## config.mk

```make
export PLATFORM = sky130hd
export DESIGN_NAME = uart_rx_os_flat
export DESIGN_NICKNAME = d
export VERILOG_FILES = /design/src/rtl/uart_pkg.sv /design/src/rtl/uart_rx_os_if.sv /design/src/rtl/uart_tick_gen.sv /design/src/rtl/uart_rx_os.sv /design/src/flat_wrapper.sv
export SDC_FILE = /design/constraint.sdc
export NUM_CORES = 1
export LEC_CHECK = 0
export ABC_CLOCK_PERIOD_IN_PS = 3900
export CAP_MARGIN = 20
export CORE_ASPECT_RATIO = 0.9
export CORE_MARGIN = 4
export CORE_UTILIZATION = 45
export CTS_CLUSTER_DIAMETER = 40
export DETAILED_ROUTE_END_ITERATION = 12
export PLACE_DENSITY_LB_ADDON = 0.25
export SLEW_MARGIN = 20
export SYNTH_ARGS = -nofsm -noshare
export SYNTH_HDL_FRONTEND = slang
export SYNTH_SLANG_ARGS = --single-unit
```

## constraint.sdc

```tcl
create_clock -name clk -period 3.9 [get_ports clk]
set_clock_uncertainty 0.15 [all_clocks]
set_input_delay 0.39 -clock clk [delete_from_list [all_inputs] [get_ports clk]]
set_output_delay 0.39 -clock clk [all_outputs]
set_load 0.005 [all_outputs]
```

## src/rtl/uart_pkg.sv

```systemverilog
// Shared UART definitions: receiver FSM states, parity modes, and a constant-safe ceil(log2).
package uart_pkg;

    typedef enum logic [2:0] {
        ST_IDLE,
        ST_START,
        ST_DATA,
        ST_PARITY,
        ST_STOP
    } uart_state_e;

    localparam int PAR_EVEN = 0;
    localparam int PAR_ODD  = 1;

    function automatic int CLOG2(input int value);
        int r;
        r = 0;
        for (int v = value - 1; v > 0; v = v >> 1) begin
            r++;
        end
        return r;
    endfunction

endpackage

```

## src/rtl/uart_rx_os_if.sv

```systemverilog
// Host-side delivery bus of the UART receiver: word + status under valid/ready, plus overrun/busy flags.
interface uart_rx_os_if #(
    parameter int DATA_BITS = 8
);
    logic [DATA_BITS-1:0] rx_data;
    logic                 rx_valid;
    logic                 rx_ready;
    logic                 frame_err;
    logic                 parity_err;
    logic                 overrun;
    logic                 busy;

    modport master (
        output rx_data, rx_valid, frame_err, parity_err, overrun, busy,
        input  rx_ready
    );

    modport slave (
        input  rx_data, rx_valid, frame_err, parity_err, overrun, busy,
        output rx_ready
    );
endinterface

```

## src/rtl/uart_tick_gen.sv

```systemverilog
// Fractional rate generator: one-clk tick pulses averaging RATE per second from a CLOCK_RATE clock.
// Combinational tick from the accumulator state; free-running, no backpressure.
module uart_tick_gen
    import uart_pkg::*;
#(
    parameter int CLOCK_RATE = 50000000,
    parameter int RATE       = 1843200
) (
    input  logic clk,
    input  logic rst,
    output logic tick
);

    localparam int W = CLOG2(CLOCK_RATE) + 1;
    localparam logic [W-1:0] INC = W'(RATE);
    localparam logic [W-1:0] LIM = W'(CLOCK_RATE);

    logic [W-1:0] acc_q, acc_d, sum;

    // acc stays below LIM and INC <= LIM, so the sum never overflows W bits
    always_comb begin
        sum   = acc_q + INC;
        tick  = (sum >= LIM);
        acc_d = tick ? (sum - LIM) : sum;
    end

    always_ff @(posedge clk or negedge rst) begin
        if (!rst) acc_q <= '0;
        else      acc_q <= acc_d;
    end

endmodule

```

## src/rtl/uart_rx_os.sv

```systemverilog
// Oversampled 2-of-3 majority UART receiver; word delivered 1 clk after the last stop-bit decision tick.
// Held word is never overwritten: a new word arriving while rx_valid&!rx_ready is dropped with an overrun pulse. UART_RX_PARITY_EN adds a parity bit.
module uart_rx_os
    import uart_pkg::*;
#(
    parameter int DATA_BITS  = 8,
    parameter int OVERSAMPLE = 16,
    parameter int STOP_BITS  = 1,
    parameter int CLOCK_RATE = 50000000,
    parameter int BAUD_RATE  = 115200,
    parameter int PARITY_ODD = 0
) (
    input  logic           clk,
    input  logic           rst,
    input  logic           rxd,
    uart_rx_os_if.master   rx_if
);

    if (DATA_BITS < 5 || DATA_BITS > 9 || OVERSAMPLE < 4 || OVERSAMPLE > 64 ||
        (OVERSAMPLE % 2) != 0 || STOP_BITS < 1 || STOP_BITS > 2 ||
        (PARITY_ODD != PAR_EVEN && PARITY_ODD != PAR_ODD) ||
        BAUD_RATE * OVERSAMPLE > CLOCK_RATE) begin : g_bad_cfg
        $error("uart_rx_os: illegal parameter combination");
    end

    localparam int TCW = CLOG2(OVERSAMPLE);
    localparam int BCW = CLOG2(DATA_BITS + 1);
    localparam logic [TCW-1:0] TC_S0   = TCW'(OVERSAMPLE / 2 - 1);
    localparam logic [TCW-1:0] TC_S1   = TCW'(OVERSAMPLE / 2);
    localparam logic [TCW-1:0] TC_S2   = TCW'(OVERSAMPLE / 2 + 1);
    localparam logic [TCW-1:0] TC_LAST = TCW'(OVERSAMPLE - 1);
    localparam logic [BCW-1:0] BC_LAST = BCW'(DATA_BITS);
    localparam logic           SC_LAST = 1'(STOP_BITS - 1);

    logic [1:0]           sync_q;
    logic                 rxs, rxs_prev_q;
    logic                 tick;
    uart_state_e          state_q, state_d;
    logic [TCW-1:0]       tc_q, tc_d;
    logic                 s0_q, s0_d, s1_q, s1_d;
    logic [DATA_BITS-1:0] shift_q, shift_d;
    logic [BCW-1:0]       bit_cnt_q, bit_cnt_d;
    logic                 stop_cnt_q, stop_cnt_d;
    logic                 fe_acc_q, fe_acc_d;
    logic [DATA_BITS-1:0] rx_data_q, rx_data_d;
    logic                 rx_valid_q, rx_valid_d;
    logic                 frame_err_q, frame_err_d;
    logic                 overrun_q, overrun_d;
    logic                 maj, decide, wrap, done;
`ifdef UART_RX_PARITY_EN
    localparam logic ODD = (PARITY_ODD == PAR_ODD);
    logic                 pe_acc_q, pe_acc_d;
    logic                 parity_err_q, parity_err_d;
`endif

    assign rxs = sync_q[1];

    uart_tick_gen #(
        .CLOCK_RATE (CLOCK_RATE),
        .RATE       (BAUD_RATE * OVERSAMPLE)
    ) u_tick (
        .clk  (clk),
        .rst  (rst),
        .tick (tick)
    );

    always_comb begin
        state_d     = state_q;
        tc_d        = tc_q;
        s0_d        = s0_q;
        s1_d        = s1_q;
        shift_d     = shift_q;
        bit_cnt_d   = bit_cnt_q;
        stop_cnt_d  = stop_cnt_q;
        fe_acc_d    = fe_acc_q;
        rx_data_d   = rx_data_q;
        rx_valid_d  = rx_valid_q;
        frame_err_d = frame_err_q;
        overrun_d   = 1'b0;
        done        = 1'b0;
`ifdef UART_RX_PARITY_EN
        pe_acc_d     = pe_acc_q;
        parity_err_d = parity_err_q;
`endif

        decide = tick && (tc_q == TC_S2);
        wrap   = tick && (tc_q == TC_LAST);
        // third sample is the live rxs on the decision tick
        maj    = (s0_q & s1_q) | (s0_q & rxs) | (s1_q & rxs);

        if (tick && state_q != ST_IDLE) begin
            tc_d = (tc_q == TC_LAST) ? '0 : tc_q + 1'b1;
            if (tc_q == TC_S0) s0_d = rxs;
            if (tc_q == TC_S1) s1_d = rxs;
        end

        case (state_q)
            ST_IDLE: begin
                if (rxs_prev_q && !rxs) begin
                    state_d  = ST_START;
                    tc_d     = '0;
                    fe_acc_d = 1'b0;
`ifdef UART_RX_PARITY_EN
                    pe_acc_d = 1'b0;
`endif
                end
            end
            ST_START: begin
                if (decide && maj) begin
                    state_d = ST_IDLE;
                end else if (wrap) begin
                    state_d   = ST_DATA;
                    bit_cnt_d = '0;
                end
            end
            ST_DATA: begin
                if (decide) begin
                    shift_d   = {maj, shift_q[DATA_BITS-1:1]};
                    bit_cnt_d = bit_cnt_q + 1'b1;
                end
                if (wrap && bit_cnt_d == BC_LAST) begin
`ifdef UART_RX_PARITY_EN
                    state_d = ST_PARITY;
`else
                    state_d    = ST_STOP;
                    stop_cnt_d = 1'b0;
`endif
                end
            end
`ifdef UART_RX_PARITY_EN
            ST_PARITY: begin
                if (decide) pe_acc_d = maj ^ (^shift_q) ^ ODD;
                if (wrap) begin
                    state_d    = ST_STOP;
                    stop_cnt_d = 1'b0;
                end
            end
`endif
            ST_STOP: begin
                if (decide) begin
                    if (!maj) fe_acc_d = 1'b1;
                    // leave mid-bit so the next start edge is caught on back-to-back frames
                    if (stop_cnt_q == SC_LAST) begin
                        state_d = ST_IDLE;
                        done    = 1'b1;
                    end
                end
                if (wrap && stop_cnt_q != SC_LAST) stop_cnt_d = stop_cnt_q + 1'b1;
            end
            default: state_d = ST_IDLE;
        endcase

        if (rx_valid_q && rx_if.rx_ready) rx_valid_d = 1'b0;
        if (done) begin
            if (!rx_valid_q || rx_if.rx_ready) begin
                rx_data_d   = shift_q;
                frame_err_d = fe_acc_d;
                rx_valid_d  = 1'b1;
`ifdef UART_RX_PARITY_EN
                parity_err_d = pe_acc_q;
`endif
            end else begin
                overrun_d = 1'b1;
            end
        end
    end

    always_ff @(posedge clk or negedge rst) begin
        if (!rst) begin
            sync_q      <= 2'b11;
            rxs_prev_q  <= 1'b1;
            state_q     <= ST_IDLE;
            tc_q        <= '0;
            s0_q        <= 1'b1;
            s1_q        <= 1'b1;
            shift_q     <= '0;
            bit_cnt_q   <= '0;
            stop_cnt_q  <= 1'b0;
            fe_acc_q    <= 1'b0;
            rx_data_q   <= '0;
            rx_valid_q  <= 1'b0;
            frame_err_q <= 1'b0;
            overrun_q   <= 1'b0;
        end else begin
            sync_q      <= {sync_q[0], rxd};
            rxs_prev_q  <= rxs;
            state_q     <= state_d;
            tc_q        <= tc_d;
            s0_q        <= s0_d;
            s1_q        <= s1_d;
            shift_q     <= shift_d;
            bit_cnt_q   <= bit_cnt_d;
            stop_cnt_q  <= stop_cnt_d;
            fe_acc_q    <= fe_acc_d;
            rx_data_q   <= rx_data_d;
            rx_valid_q  <= rx_valid_d;
            frame_err_q <= frame_err_d;
            overrun_q   <= overrun_d;
        end
    end

`ifdef UART_RX_PARITY_EN
    always_ff @(posedge clk or negedge rst) begin
        if (!rst) begin
            pe_acc_q     <= 1'b0;
            parity_err_q <= 1'b0;
        end else begin
            pe_acc_q     <= pe_acc_d;
            parity_err_q <= parity_err_d;
        end
    end

    assign rx_if.parity_err = parity_err_q;
`else
    assign rx_if.parity_err = 1'b0;
`endif

    assign rx_if.rx_data   = rx_data_q;
    assign rx_if.rx_valid  = rx_valid_q;
    assign rx_if.frame_err = frame_err_q;
    assign rx_if.overrun   = overrun_q;
    assign rx_if.busy      = (state_q != ST_IDLE);

endmodule

```

## src/flat_wrapper.sv

```systemverilog
// flat-port wrapper written by rule: the top's interface ports become plain ports
module uart_rx_os_flat import uart_pkg::*;
#(
    parameter int DATA_BITS  = 8,
    parameter int OVERSAMPLE = 16,
    parameter int STOP_BITS  = 1,
    parameter int CLOCK_RATE = 50000000,
    parameter int BAUD_RATE  = 115200,
    parameter int PARITY_ODD = 0
)
  (clk, rst, rxd, rx_if_rx_data, rx_if_rx_valid, rx_if_frame_err, rx_if_parity_err, rx_if_overrun, rx_if_busy, rx_if_rx_ready);
  uart_rx_os_if #(.DATA_BITS(DATA_BITS)) rx_if_i ();
  input  logic clk;
  input  logic rst;
  input  logic rxd;
  output wire logic [$bits(rx_if_i.rx_data)-1:0] rx_if_rx_data;
  output wire logic [$bits(rx_if_i.rx_valid)-1:0] rx_if_rx_valid;
  output wire logic [$bits(rx_if_i.frame_err)-1:0] rx_if_frame_err;
  output wire logic [$bits(rx_if_i.parity_err)-1:0] rx_if_parity_err;
  output wire logic [$bits(rx_if_i.overrun)-1:0] rx_if_overrun;
  output wire logic [$bits(rx_if_i.busy)-1:0] rx_if_busy;
  input wire logic [$bits(rx_if_i.rx_ready)-1:0] rx_if_rx_ready;
  assign rx_if_rx_data = rx_if_i.rx_data;
  assign rx_if_rx_valid = rx_if_i.rx_valid;
  assign rx_if_frame_err = rx_if_i.frame_err;
  assign rx_if_parity_err = rx_if_i.parity_err;
  assign rx_if_overrun = rx_if_i.overrun;
  assign rx_if_busy = rx_if_i.busy;
  assign rx_if_i.rx_ready = rx_if_rx_ready;
  uart_rx_os #(.DATA_BITS(DATA_BITS), .OVERSAMPLE(OVERSAMPLE), .STOP_BITS(STOP_BITS), .CLOCK_RATE(CLOCK_RATE), .BAUD_RATE(BAUD_RATE), .PARITY_ODD(PARITY_ODD)) u_core (.clk(clk), .rst(rst), .rxd(rxd), .rx_if(rx_if_i));
endmodule
```

==> impl_metrics.json <==
{
  "groute.usage.overall_pct": 16.81,
  "synth.avg_cell_area_um2": 10.45,
  "critPathMaxStageDelay_ps": 500,
  "fmax_mhz": 320.0,
  "cts_max_level": 3,
  "floorplan.die_area_mm2": 0.008421,
  "endpoints_failing_hold": 0,
  "place.gp.congestion": 0.8409,
  "finalSetupViolations": 0,
  "die_ht_um": 87.46,
  "yosys.cell_count.top_type": "sky130_fd_sc_hd__dfrtp_1",
  "most_common_flop_cell_mapped_by_yosys": "sky130_fd_sc_hd__dfrtp_1",
  "report.final.slew_viol_count": 0,
  "worst-setup-path-type": "reg2reg",
  "tightestPinTransition_ps": 623.2,
  "clock_latency_of_the_later_clocked_register_in_the_worst_skew_pair_ps": 340,
  "route.detailed.drc": 0,
  "hp-start": "u_core.sync_q[0]",
  "hp-class": "reg2reg",
  "worst_setup_path_start_kind": "flip-flop",
  "final_antenna_net_count": 0,
  "start_util_pct": 47.18,
  "synth_seq_cells": 57,
  "ys_types": 66,
  "clkSinkCount": 57,
  "detailroute.via_count": 2288,
  "post-synth-top-area-fraction_pct": 41.22,
  "insertedDiodeCount": 0,
  "postCtsResizedCells": 0,
  "power_density_mw_per_mm2": 336.6,
  "min_period_ps": 3125,
  "synth-seq-area-share_pct": 45.38,
  "static_leakage_uw": 0.001530,
  "synth_cells": 302,
  "hpwlAfterDp_um": 4447,
  "synthToLayoutAreaGrowth_pct": 14.15,
  "detailedRoute.firstPassIterationCount": 4,
  "tritoncts.num_buffers": 9,
  "num-fill-cells": 598,
  "antenna_violations_before_repair": 0,
  "path_buf_inv": 0,
  "max_cap_viols": 0,
  "yosysWarningCount": 0,
  "clock-root-buffer": "sky130_fd_sc_hd__clkbuf_8",
  "min_period_over_period_pct": 80.12,
  "top_area_cells_in_the_synthesized_netlist": "sky130_fd_sc_hd__dfrtp_1, sky130_fd_sc_hd__mux2_2, sky130_fd_sc_hd__dfstp_2",
  "standard_cell_core_area_mm2": 0.006691,
  "pin_count_of_the_biggest_net_entering_global_routing": 32,
  "worstSetupStartpoint": "u_core.u_tick.acc_q[13]",
  "crit_slowest_cell": "sky130_fd_sc_hd__or4_4",
  "critical_path.reg2reg.startpoint": "u_core.u_tick.acc_q[13]",
  "grt_first_pass_wirelength_um": 10740,
  "largest_delay_contributor_family_on_the_critical_path": "simple AND/OR/NAND/NOR gates",
  "postSynthNetCount": 314,
  "run_status": "finished clean",
  "post_synth_instance_area_mm2": 0.003157,
  "fp.dieW_um": 96.29,
  "irDropWorstVdd_uv": 187.5,
  "share_of_post_route_cells_with_drive_strength_above_1_pct": 18.84,
  "route.detailed.vias_per_inst": 5.461,
  "netlist_top_cells_count": "sky130_fd_sc_hd__dfrtp_1, sky130_fd_sc_hd__nand2_1, sky130_fd_sc_hd__nor2_1",
  "number_of_placed_instances_taps_included": 402,
  "detailedRoute.firstIterationViolations": 97,
  "first_global_vias": 2235,
  "rrSetupSlack_ps": 780,
  "wire_length_per_cell_um": 14.80,
  "numPortBuffers": 15,
  "worst-endpoint-arrival_ps": 3250,
  "std_cell_rows": 28,
  "post-synth-top-area-cell": "sky130_fd_sc_hd__dfrtp_1",
  "cts_tree": "done",
  "clock_tree.buffer_depth": 2,
  "critical_path.cell_chain": "ha_1 -> and4_4 -> nor3_1 -> a21boi_1 -> o2bb2ai_1 -> o311a_4 -> or4_4 -> mux2_4",
  "worst_setup_hold_path_clk_slew_ps": 80,
  "stdcell_count": 419,
  "top_level_ports": 17,
  "required_ps": 4030,
  "hold-worst-slack_ps": 205.1,
  "tns_ps": 0,
  "crit_path_end_kind": "flip-flop",
  "postSynth.asyncResetShare_pct": 100.0,
  "synth_enable_flop_cells": 0,
  "grt_overflow_total": 0,
  "ctsHoldBuffers": 1,
  "cts.repair_timing.setup_buffer_count": 0,
  "worstPathMaxFanout": 15,
  "unrepaired_setup_endpoints_after_global_routing": "no",
  "totalWireLength_um": 6200,
  "design.final.nets": 336,
  "slew_headroom_pct": 58.13
}
-- per-layer routing --
| layer | share of wire [%] | track usage (%) |
|---|---|---|
| met1 | 50 | 23.68 |
| met2 | 45 | 24.33 |
| met3 | 4.5 | 5.532 |
| met4 | 1.0 | 5.426 |
| met5 | 0 | 0 |
-- path summary, 6_finish.rpt --
path                                           end  cells past startpoint
setup / recovery                       u_core.s0_q                      8
hold / removal                    u_core.sync_q[1]                      0
setup reg to reg                       u_core.s0_q                      8
hold reg to reg                   u_core.sync_q[1]                      0
max in group asynchronous         u_core.sync_q[0]                      3
min in group asynchronous  u_core.u_tick.acc_q[23]                      2
-- power by group --
| part | leakage [µW] | switching (µW) | internal (µW) |
|---|---|---|---|
| clock network | 0.0000921 | 264 | 298 |
| registers | 0.000714 | 9.73 | 599 |
| logic | 0.000724 | 26.6 | 14.7 |
| total | 0.00153 | 301 | 912 |
-- state kept, by name (all words and copies together) (netlist names), 2 cells and up --
name and cells:
u_core.rx_if.rx_data 8, u_core.shift_q 8, u_core.u_tick.acc_q 20, u_core.sync_q 2
u_core.bit_cnt_q 4, u_core.state_q 3, u_core.tc_q 4
-- cells by family (layout without fill, tap and decap cells) --
group,Yosys count,in the layout,synth area share (%)
AND/OR/NAND/NOR,113,113,19.26
flip-flops,57,57,45.38
AO/OA/AOI/OAI,50,50,12.17
XOR/XNOR,29,29,8.522
multiplexers,23,23,8.165
buffers and inverters,20,47,2.893
adder cells (fa/ha/maj),9,9,3.488
other,1,1,0.1188
-- cell usage in the layout (no fill, tap or decap), types with 4 or more instances in the layout --
master	count
sky130_fd_sc_hd__mux2i_1	4
sky130_fd_sc_hd__nor3_1	10
sky130_fd_sc_hd__o21ai_0	11
sky130_fd_sc_hd__clkbuf_8	9
sky130_fd_sc_hd__dfstp_2	5
sky130_fd_sc_hd__nand4_1	7
sky130_fd_sc_hd__ha_1	8
sky130_fd_sc_hd__xnor2_1	12
sky130_fd_sc_hd__clkdlybuf4s50_1	14
sky130_fd_sc_hd__nand3_1	12
sky130_fd_sc_hd__inv_1	12
sky130_fd_sc_hd__xor2_1	15
sky130_fd_sc_hd__nor2_1	20
sky130_fd_sc_hd__dfrtp_1	52
sky130_fd_sc_hd__and3_1	4
sky130_fd_sc_hd__a21oi_1	10
sky130_fd_sc_hd__mux2_2	18
sky130_fd_sc_hd__nand2_1	29
-- cell type report --
type,count,area (µm²),area share (%)
Clock buffer,9,123.9,3.438
Clock inverter,7,78.83,2.187
Inverter,12,45.04,1.250
Multi-Input combinational cell,225,1633,45.31
Sequential cell,57,1433,39.76
Tap cell,90,112.6,3.125
Timing Repair Buffer,19,177.7,4.931
-- through the flow --
stage	util (%)	instance area, µm²	total power, µW	setup WS [ps]
final	53.85	3603	1213	775.1
after global routing	53.85	3603	1268	514.5
after CTS	53.85	3603	1234	774.3
after detailed placement	50.67	3391	661.8	780.1
after global placement	50.67	3391	659.7	863.7
after floorplan	-	3157	634.6	1035
Note: power is estimated with default switching activity, not from simulation.
